$ cat config.mk
export PLATFORM = sky130hd
export DESIGN_NAME = sr_latch_writer
export DESIGN_NICKNAME = d
export VERILOG_FILES = /design/src/rtl/sr_latch_writer.sv
export SDC_FILE = /design/constraint.sdc
export NUM_CORES = 1
export LEC_CHECK = 0
export CAP_MARGIN = 20
export CORE_AREA = 5 5 42 44
export DETAILED_ROUTE_END_ITERATION = 16
export DIE_AREA = 0 0 47 49
export SYNTH_ARGS = -nofsm -noshare
export SYNTH_HDL_FRONTEND = slang
export SYNTH_SLANG_ARGS = --single-unit
$ cat constraint.sdc
create_clock -name clk -period 2.39 [get_ports clk]
set_input_delay 0.3585 -clock clk [delete_from_list [all_inputs] [get_ports clk]]
set_output_delay 0.3585 -clock clk [all_outputs]
set_load 0.005 [all_outputs]
$ cat src/rtl/sr_latch_writer.sv
// Clocked write sequencer for a gated NAND SR latch: setup / enable pulse / hold, optional readback.
// Define SR_WRITER_VERIFY_EN to compile in the q_in synchronizer, the VERIFY state and err reporting.
module sr_latch_writer #(
    parameter int SETUP_CYC = 1,
    parameter int PULSE_CYC = 2,
    parameter int HOLD_CYC  = 1
) (
    input  logic       clk,
    input  logic       rst_n,
    input  logic       req_valid,
    input  logic       req_data,
    output logic       req_ready,
    input  logic       q_in,
    output logic       latch_s,
    output logic       latch_r,
    output logic       latch_en,
    output logic       busy,
    output logic       done,
    output logic       err,
    output logic [2:0] dbg_state_o
);

    // Handshake: a request is taken on a rising edge where req_valid && req_ready;
    // req_ready is high only in IDLE and requests seen while it is low are dropped.
    localparam logic [2:0] ST_IDLE   = 3'd0;
    localparam logic [2:0] ST_SETUP  = 3'd1;
    localparam logic [2:0] ST_PULSE  = 3'd2;
    localparam logic [2:0] ST_HOLD   = 3'd3;
`ifdef SR_WRITER_VERIFY_EN
    localparam logic [2:0] ST_VERIFY = 3'd4;
`endif
    localparam logic [2:0] ST_DONE   = 3'd5;

    localparam int MAX_SP  = (SETUP_CYC > PULSE_CYC) ? SETUP_CYC : PULSE_CYC;
    localparam int MAX_SPH = (MAX_SP > HOLD_CYC) ? MAX_SP : HOLD_CYC;
`ifdef SR_WRITER_VERIFY_EN
    localparam int MAX_ALL = (MAX_SPH > 3) ? MAX_SPH : 3;
`else
    localparam int MAX_ALL = MAX_SPH;
`endif
    localparam int CW = $clog2(MAX_ALL) + 1;

    logic [2:0]    state_q, state_d;
    logic [CW-1:0] cnt_q, cnt_d;
    logic          data_q, data_d;
    logic          accept;
    logic          drive_sr;

    logic ready_q, s_q, r_q, en_q, busy_q, done_q;

    always_comb begin
        state_d = state_q;
        cnt_d   = cnt_q;
        data_d  = data_q;
        accept  = 1'b0;
        case (state_q)
            ST_IDLE: begin
                if (req_valid) begin
                    accept  = 1'b1;
                    data_d  = req_data;
                    state_d = ST_SETUP;
                    cnt_d   = CW'(SETUP_CYC - 1);
                end
            end
            ST_SETUP: begin
                if (cnt_q == '0) begin
                    state_d = ST_PULSE;
                    cnt_d   = CW'(PULSE_CYC - 1);
                end else begin
                    cnt_d = cnt_q - 1'b1;
                end
            end
            ST_PULSE: begin
                if (cnt_q == '0) begin
                    state_d = ST_HOLD;
                    cnt_d   = CW'(HOLD_CYC - 1);
                end else begin
                    cnt_d = cnt_q - 1'b1;
                end
            end
            ST_HOLD: begin
                if (cnt_q == '0) begin
`ifdef SR_WRITER_VERIFY_EN
                    state_d = ST_VERIFY;
                    cnt_d   = CW'(2);
`else
                    state_d = ST_DONE;
                    cnt_d   = '0;
`endif
                end else begin
                    cnt_d = cnt_q - 1'b1;
                end
            end
`ifdef SR_WRITER_VERIFY_EN
            ST_VERIFY: begin
                if (cnt_q == '0) begin
                    state_d = ST_DONE;
                    cnt_d   = '0;
                end else begin
                    cnt_d = cnt_q - 1'b1;
                end
            end
`endif
            ST_DONE: begin
                state_d = ST_IDLE;
                cnt_d   = '0;
            end
            default: begin
                state_d = ST_IDLE;
                cnt_d   = '0;
            end
        endcase
    end

    // Outputs are decoded from the next state so the registered pins line up with state_q.
    assign drive_sr = (state_d == ST_SETUP) || (state_d == ST_PULSE) || (state_d == ST_HOLD);

    always_ff @(posedge clk) begin
        if (!rst_n) begin
            state_q <= ST_IDLE;
            cnt_q   <= '0;
            data_q  <= 1'b0;
            ready_q <= 1'b1;
            s_q     <= 1'b0;
            r_q     <= 1'b0;
            en_q    <= 1'b0;
            busy_q  <= 1'b0;
            done_q  <= 1'b0;
        end else begin
            state_q <= state_d;
            cnt_q   <= cnt_d;
            data_q  <= data_d;
            ready_q <= (state_d == ST_IDLE);
            s_q     <= drive_sr & data_d;
            r_q     <= drive_sr & ~data_d;
            en_q    <= (state_d == ST_PULSE);
            busy_q  <= (state_d != ST_IDLE);
            done_q  <= (state_d == ST_DONE);
        end
    end

`ifdef SR_WRITER_VERIFY_EN
    logic sync1_q, sync2_q;
    logic err_q, err_d;

    always_comb begin
        err_d = err_q;
        if (accept) begin
            err_d = 1'b0;
        end else if ((state_q == ST_VERIFY) && (cnt_q == '0)) begin
            err_d = (sync2_q != data_q);
        end
    end

    // q_in is asynchronous to clk; two flops before it is compared.
    always_ff @(posedge clk) begin
        if (!rst_n) begin
            sync1_q <= 1'b0;
            sync2_q <= 1'b0;
            err_q   <= 1'b0;
        end else begin
            sync1_q <= q_in;
            sync2_q <= sync1_q;
            err_q   <= err_d;
        end
    end

    assign err = err_q;
`else
    logic unused_q_in;
    assign unused_q_in = q_in;
    assign err         = 1'b0;
`endif

    assign req_ready   = ready_q;
    assign latch_s     = s_q;
    assign latch_r     = r_q;
    assign latch_en    = en_q;
    assign busy        = busy_q;
    assign done        = done_q;
    assign dbg_state_o = state_q;

endmodule

==> flow_summary.toml, run 1 <==
[run_status]
outcome = "finished, final reports clean"

[sta]
final_max_slew_viol_count = 0
finalClockSkew_ns = 0.000999
hold_ws_ns = 0.537
finalHoldViolations = 0
post-route-period-util_pct = 72.3
grt_setup_unrepaired = "false"
final-setup-viol-count = 0
postLayoutSetupSlackWorst_ns = 0.663
timing.fmax_mhz = 579
final.min_clock_period_ns = 1.73
setup_tns_ns = 0

[critical_path]
max_stage_delay_ns = 0.57
timing.critical_path.max_delay_family = "buffers and inverters"
crit_path_start = "dbg_state_o[1]$_SDFF_PN0_"
cell_breakdown_of_the_critical_path = "clkdlybuf4s50_1"
critical_path_buf_inv_count = 1
worstPathRequired_ns = 2.03
rr_startpoint = "dbg_state_o[1]$_SDFF_PN0_"
critical_path_data_arrival_time_ns = 1.37
start_kind = "register"
timing_worst_setup_path_type = "reg -> out"
crit_path_end_kind = "output port"
crit_fanout = 10
critical_path_s_slowest_cell = "sky130_fd_sc_hd__clkdlybuf4s50_1"

[synth]
post_synth_fa_ha_maj_area_fraction_pct = 0
synth_simple_gate_area_share_pct = 31.7
synth-xor-area-share_pct = 0
synth_compound_gate_area_share_pct = 3.17
synth.mux.area_fraction_pct = 8.73
synthesis.area_per_instance_um2 = 11.0
post_synth_num_cell_types = 22
syn-num-nets = 48
number_of_flip_flops_and_latches_in_the_synthesized_netlist = 12
yosys_warnings = 0
synth_area_um2 = 473
number_of_instances_in_the_synthesized_netlist = 43
synth_top_family_by_area = "simple AND/OR/NAND/NOR gates"
synth.yosys.seq_area_share_pct = 50.8

[clock_network]
cts_inserted_buffers = 3
clk_transition_reported_paths_ns = 0.08
clk_path_buf_depth = 2
clock_sinks = 12
cts.repair_timing.setup_buffer_count = 0
cts.htree.levels = 1
worstSkewPairLatency_ns = 0.27
tritoncts = "built"
cts_root_buf = "sky130_fd_sc_hd__clkbuf_4"
cts_hold_buf = 0
post_cts.resized_instances = 0

[routing]
detailroute.via_count = 336
routed_wire_length_per_instance_um = 10.9
drt_iter0_drc = 5
detail_route.vias_per_cell = 4.60
antenna_left = 0
routed_wirelength_um = 797
drt_drc_violations_left = 0
drtPass1Iterations = 4

[placed_design]
gp_routability_congestion = 0.677
detailed_place_hpwl_um = 607
dpl_cell_area_um2 = 594
place.port_buffers = 12
dp_worst_setup_slack_ns = 0.682

[final_layout]
area_delta_synth_final_pct = 33.3
most-common-layout-cells = "sky130_fd_sc_hd__dfxtp_1 (12), sky130_fd_sc_hd__clkdlybuf4s50_1 (12), sky130_fd_sc_hd__nor2_1 (4)"
layout-drive-gt1-share_pct = 17.5
layout.cell_area.non_filler_um2 = 631
antennaDiodeCount = 0
filler_cell_count = 150
layout.nets = 63

[grt]
global_route.usage.total_pct = 8.54
grt_pass1_vias = 350
first_pass_grt_wire_length_um = 1440
grt_antenna_before_repair = 0
grt_start_max_net_pins = 11
grt.overflow.total = 0

[power]
power_mw = 0.491
worst_ir_drop_vdd_v = 0.000349
static-leakage-power_nw = 0.250
power_per_cell_area_mw_per_mm2 = 779

[worst_hold_path]
hp-class = "reg -> reg"
hold_start = "cnt_q[1]$_SDFFE_PN0P_"

[run]
drv_cap = 0

[die]
placementRows = 14
die_w_um = 47
floorplan.core_area_mm2 = 0.00140
floorplan.initialDensity_pct = 33.8
io-pin-count = 15
die_height_um = 49
design.die.area_mm2 = 0.00230
[worst paths after layout]
kind	slack [ns]	endpoint	cells after the start
min	0.54	cnt_q[1]$_SDFFE_PN0P_	1
min reg2reg	0.54	cnt_q[1]$_SDFFE_PN0P_	1
max reg2reg	1.08	latch_r$_SDFF_PN0_	3
max	0.66	dbg_state_o[1]	1
[layer usage]
layer,share of wire [%],wire [um],up-vias,track usage [%]
li1,-,-,174,-
met1,47,371,150,11.5
met2,45,360,10,11.1
met3,7.4,59,2,2.95
met4,0.75,6,0,5.53
met5,0,0,-,0
[cells by family (layout without fill, tap and decap cells)]
group	Yosys count	count (layout)
muxes	4	4
other	1	1
and+or+nand+nor	20	20
buffers and inverters	3	17
DFF	12	12
AOI/OAI and AO/OA	3	3
[through the flow]
step           instances  util [%]
4_1_cts               73      45.0
3_5_place_dp          69      42.4
3_3_place_gp          69      42.4
6_report              73      45.0
2_1_floorplan         43         -
5_1_grt               73      45.0
[final cells by class]
type / instances / area (um^2) / area share, %
Multi-Input combinational cell: 28 / 210 / 33.3
Inverter: 1 / 3.75 / 0.595
Sequential cell: 12 / 240 / 38.1
Tap cell: 16 / 20.0 / 3.17
Clock buffer: 4 / 36.3 / 5.75
Timing Repair Buffer: 12 / 120 / 19.0
[Yosys cell counts]
cell type                  count  area share (%)
sky130_fd_sc_hd__nor3_2        1             2.1
sky130_fd_sc_hd__buf_4         1             1.6
sky130_fd_sc_hd__mux2i_1       3             6.3
sky130_fd_sc_hd__nor4bb_1      1             2.1
sky130_fd_sc_hd__nor2_2        1             1.3
sky130_fd_sc_hd__nor3_1        1             1.1
sky130_fd_sc_hd__a21oi_1       3             3.2
sky130_fd_sc_hd__and3b_2       1             2.1
sky130_fd_sc_hd__inv_1         1            0.79
sky130_fd_sc_hd__and2_1        2             2.6
sky130_fd_sc_hd__mux2_2        1             2.4
sky130_fd_sc_hd__or3b_1        1             1.9
sky130_fd_sc_hd__nand2b_1      3             4.0
sky130_fd_sc_hd__nor3b_2       1             2.6
sky130_fd_sc_hd__nor3b_1       1             1.6
sky130_fd_sc_hd__nand2_1       1            0.79
sky130_fd_sc_hd__buf_6         1             2.4
sky130_fd_sc_hd__dfxtp_1      12              51
sky130_fd_sc_hd__conb_1        1            0.79
sky130_fd_sc_hd__nor2b_1       1             1.3
sky130_fd_sc_hd__nor2_1        4             3.2
sky130_fd_sc_hd__nor4b_4       1             5.0
[flip-flops by register name, indices dropped and copies added, names as in the netlist]
| name | cells |
|---|---|
| busy | 1 |
| cnt_q | 2 |
| data_q | 1 |
| dbg_state_o | 3 |
| done | 1 |
| latch_en | 1 |
| latch_r | 1 |
| latch_s | 1 |
| req_ready | 1 |
[report_power, final]
part / internal [mW] / total (mW) / switching, mW
Sequential: 0.219 / 0.238 / 0.0193
Clock: 0.0925 / 0.159 / 0.0669
Combinational: 0.0594 / 0.0935 / 0.0341
No activity file was read; power rests on OpenSTA's default activity.
==> run 2: changes to the inputs <==
--- a/config.mk
+++ b/config.mk
@@ -9,6 +9,7 @@
 export CORE_AREA = 5 5 42 44
 export DETAILED_ROUTE_END_ITERATION = 16
 export DIE_AREA = 0 0 47 49
+export PLACE_DENSITY = 0.66
 export SYNTH_ARGS = -nofsm -noshare
 export SYNTH_HDL_FRONTEND = slang
 export SYNTH_SLANG_ARGS = --single-unit
==> constraint.sdc (replaced) <==
create_clock -name clk -period 1.55 [get_ports clk]
set_input_delay 0.2325 -clock clk [delete_from_list [all_inputs] [get_ports clk]]
set_output_delay 0.2325 -clock clk [all_outputs]
set_load 0.005 [all_outputs]
==> run 2 against run 1 <==
Effect of this change: register-to-register slack worse by 0.82 ns; via count is the same; global-route usage rose by 0.72 points; clock power is 53% higher; critical path depth did not move; sequential share of layout area is 0.20 points lower; clock-buffer cell count is the same; critical path type unchanged; largest cell class unchanged; largest power group unchanged.
==> flow_summary.toml, run 2 (synthesized netlist as in run 1, its figures left out) <==
[run_status]
outcome = "finished, final reports clean"

[clock_network]
worstSkewPairLatency_ns = 0.27
clk_transition_reported_paths_ns = 0.07
cts.htree.levels = 1
clk_path_buf_depth = 2
clock_sinks = 12
cts_root_buf = "sky130_fd_sc_hd__clkbuf_4"
tritoncts = "built"
cts_inserted_buffers = 3

[final_layout]
layout.cells.most_common = "sky130_fd_sc_hd__clkdlybuf4s50_1"
area_delta_synth_final_pct = 35.4
antennaDiodeCount = 0
post-route-util_pct = 45.7
largest_register_ff_count = 3
layout-drive-gt1-share_pct = 22.4
layout.nets = 64
most-common-layout-cells = "sky130_fd_sc_hd__clkdlybuf4s50_1 (12), sky130_fd_sc_hd__dfxtp_1 (10), sky130_fd_sc_hd__nor2_1 (4)"

[critical_path]
timing_worst_setup_path_type = "reg -> out"
timing.critical_path.max_delay_family = "buffers and inverters"
critical_path_data_arrival_time_ns = 1.25
cell_breakdown_of_the_critical_path = "clkdlybuf4s50_1"
max_stage_delay_ns = 0.54
start_kind = "register"
crit_path_end_kind = "output port"
critical_path_buf_inv_count = 1
crit_fanout = 10
critical_path_s_slowest_cell = "sky130_fd_sc_hd__clkdlybuf4s50_1"
worstPathRequired_ns = 1.32

[routing]
drtPass1Iterations = 2
drt_iter0_drc = 1
routed_wirelength_um = 835
detailroute.via_count = 336
detail_route.vias_per_cell = 4.54
antenna_left = 0
routed_wire_length_per_instance_um = 11.3
drt_drc_violations_left = 0

[die]
die_height_um = 49
floorplan.initialDensity_pct = 33.8
die_w_um = 47
floorplan.core_area_mm2 = 0.00140
io-pin-count = 15
design.die.area_mm2 = 0.00230
placementRows = 14

[placed_design]
detailed_place_hpwl_um = 611
place.port_buffers = 12
dp_worst_setup_slack_ns = -0.00850
gp_routability_congestion = 0.713

[sta]
finalClockSkew_ns = 0.00179
hold_ws_ns = 0.527
grt_setup_unrepaired = "false"
finalHoldViolations = 0
post-route-period-util_pct = 95.3
final-setup-viol-count = 0
postLayoutSetupSlackWorst_ns = 0.0723
timing.fmax_mhz = 677
final.min_clock_period_ns = 1.48
final_max_slew_viol_count = 0

[power]
worst_ir_drop_vdd_v = 0.000520
power_per_cell_area_mw_per_mm2 = 1190
static-leakage-power_nw = 0.256
power_mw = 0.759

[grt]
first_pass_grt_wire_length_um = 1490
grt_antenna_before_repair = 0
grt_pass1_vias = 342
global_route.usage.total_pct = 9.26
grt_start_max_net_pins = 11
grt.overflow.total = 0

[run]
drv_cap = 0

[worst_hold_path]
hp-class = "reg -> reg"
-- run 2: cell count changes in the layout (fill, tap and decap cells not counted) --
cell / previous run / this run
sky130_fd_sc_hd__dfxtp_2: 0 / 2
sky130_fd_sc_hd__buf_4: 0 / 1
sky130_fd_sc_hd__dfxtp_1: 12 / 10
-- run 2: path summary, 6_finish.rpt --
kind	from	to	slack, ns	cells after the start
setup / recovery	dbg_state_o[1]$_SDFF_PN0_	dbg_state_o[1]	0.07	1
hold / removal	cnt_q[1]$_SDFFE_PN0P_	cnt_q[1]$_SDFFE_PN0P_	0.53	1
setup reg to reg	dbg_state_o[0]$_SDFF_PN0_	latch_r$_SDFF_PN0_	0.26	3
hold reg to reg	cnt_q[1]$_SDFFE_PN0P_	cnt_q[1]$_SDFFE_PN0P_	0.53	1
-- run 2: through the flow --
stage | std cells | area, um^2 | setup TNS (ns)
final | 74 | 641 | 0
after global routing | 74 | 641 | 0
after CTS | 74 | 641 | 0
after detailed placement | 70 | 602 | -0.00850
after global placement | 70 | 602 | -0.00947
after floorplan | 43 | 473 | 0
-- run 2: layout make-up --
| class | instances | area (um^2) |
|---|---|---|
| multi-input cells | 28 | 210 |
| inverters | 1 | 3.75 |
| well taps | 16 | 20.0 |
| clock buffers | 4 | 36.3 |
| fillers | 136 | 761 |
| flip-flops and latches | 12 | 243 |
| repair buffers | 13 | 128 |
-- run 2: metal layers --
layer / up-vias / track usage [%] / wire length, um / part of all wire, %
li1: 174 / - / - / -
met1: 153 / 12.7 / 406 / 49
met2: 7 / 11.3 / 380 / 46
met3: 2 / 3.32 / 37 / 4.4
met4: 0 / 6.91 / 10 / 1.2
met5: - / 0 / 0 / 0
-- run 2: where the power goes --
group	internal, mW	leakage (nW)	total (mW)	switching, mW
registers	0.340	0.0992	0.370	0.0302
clock network	0.143	0.0210	0.243	0.100
logic	0.0934	0.135	0.146	0.0530
-- run 2: what timing repair did --
action / in CTS / in global routing
endpoints found under the hold margin: 0 / 0
setup endpoints to repair: 2 / 0
gates resized for setup: 2 / 0
hold buffers: 0 / 0
buffers inserted: 0 / 0
==> run 3: changes to the inputs <==
--- a/config.mk
+++ b/config.mk
@@ -9,6 +9,7 @@
 export CORE_AREA = 5 5 42 44
 export DETAILED_ROUTE_END_ITERATION = 16
 export DIE_AREA = 0 0 47 49
+export GPL_ROUTABILITY_DRIVEN = 0
 export PLACE_DENSITY = 0.66
 export SYNTH_ARGS = -nofsm -noshare
 export SYNTH_HDL_FRONTEND = slang
==> results of run 3 <==
Same layout as run 2: the final DEF is identical, and so are final timing and power.
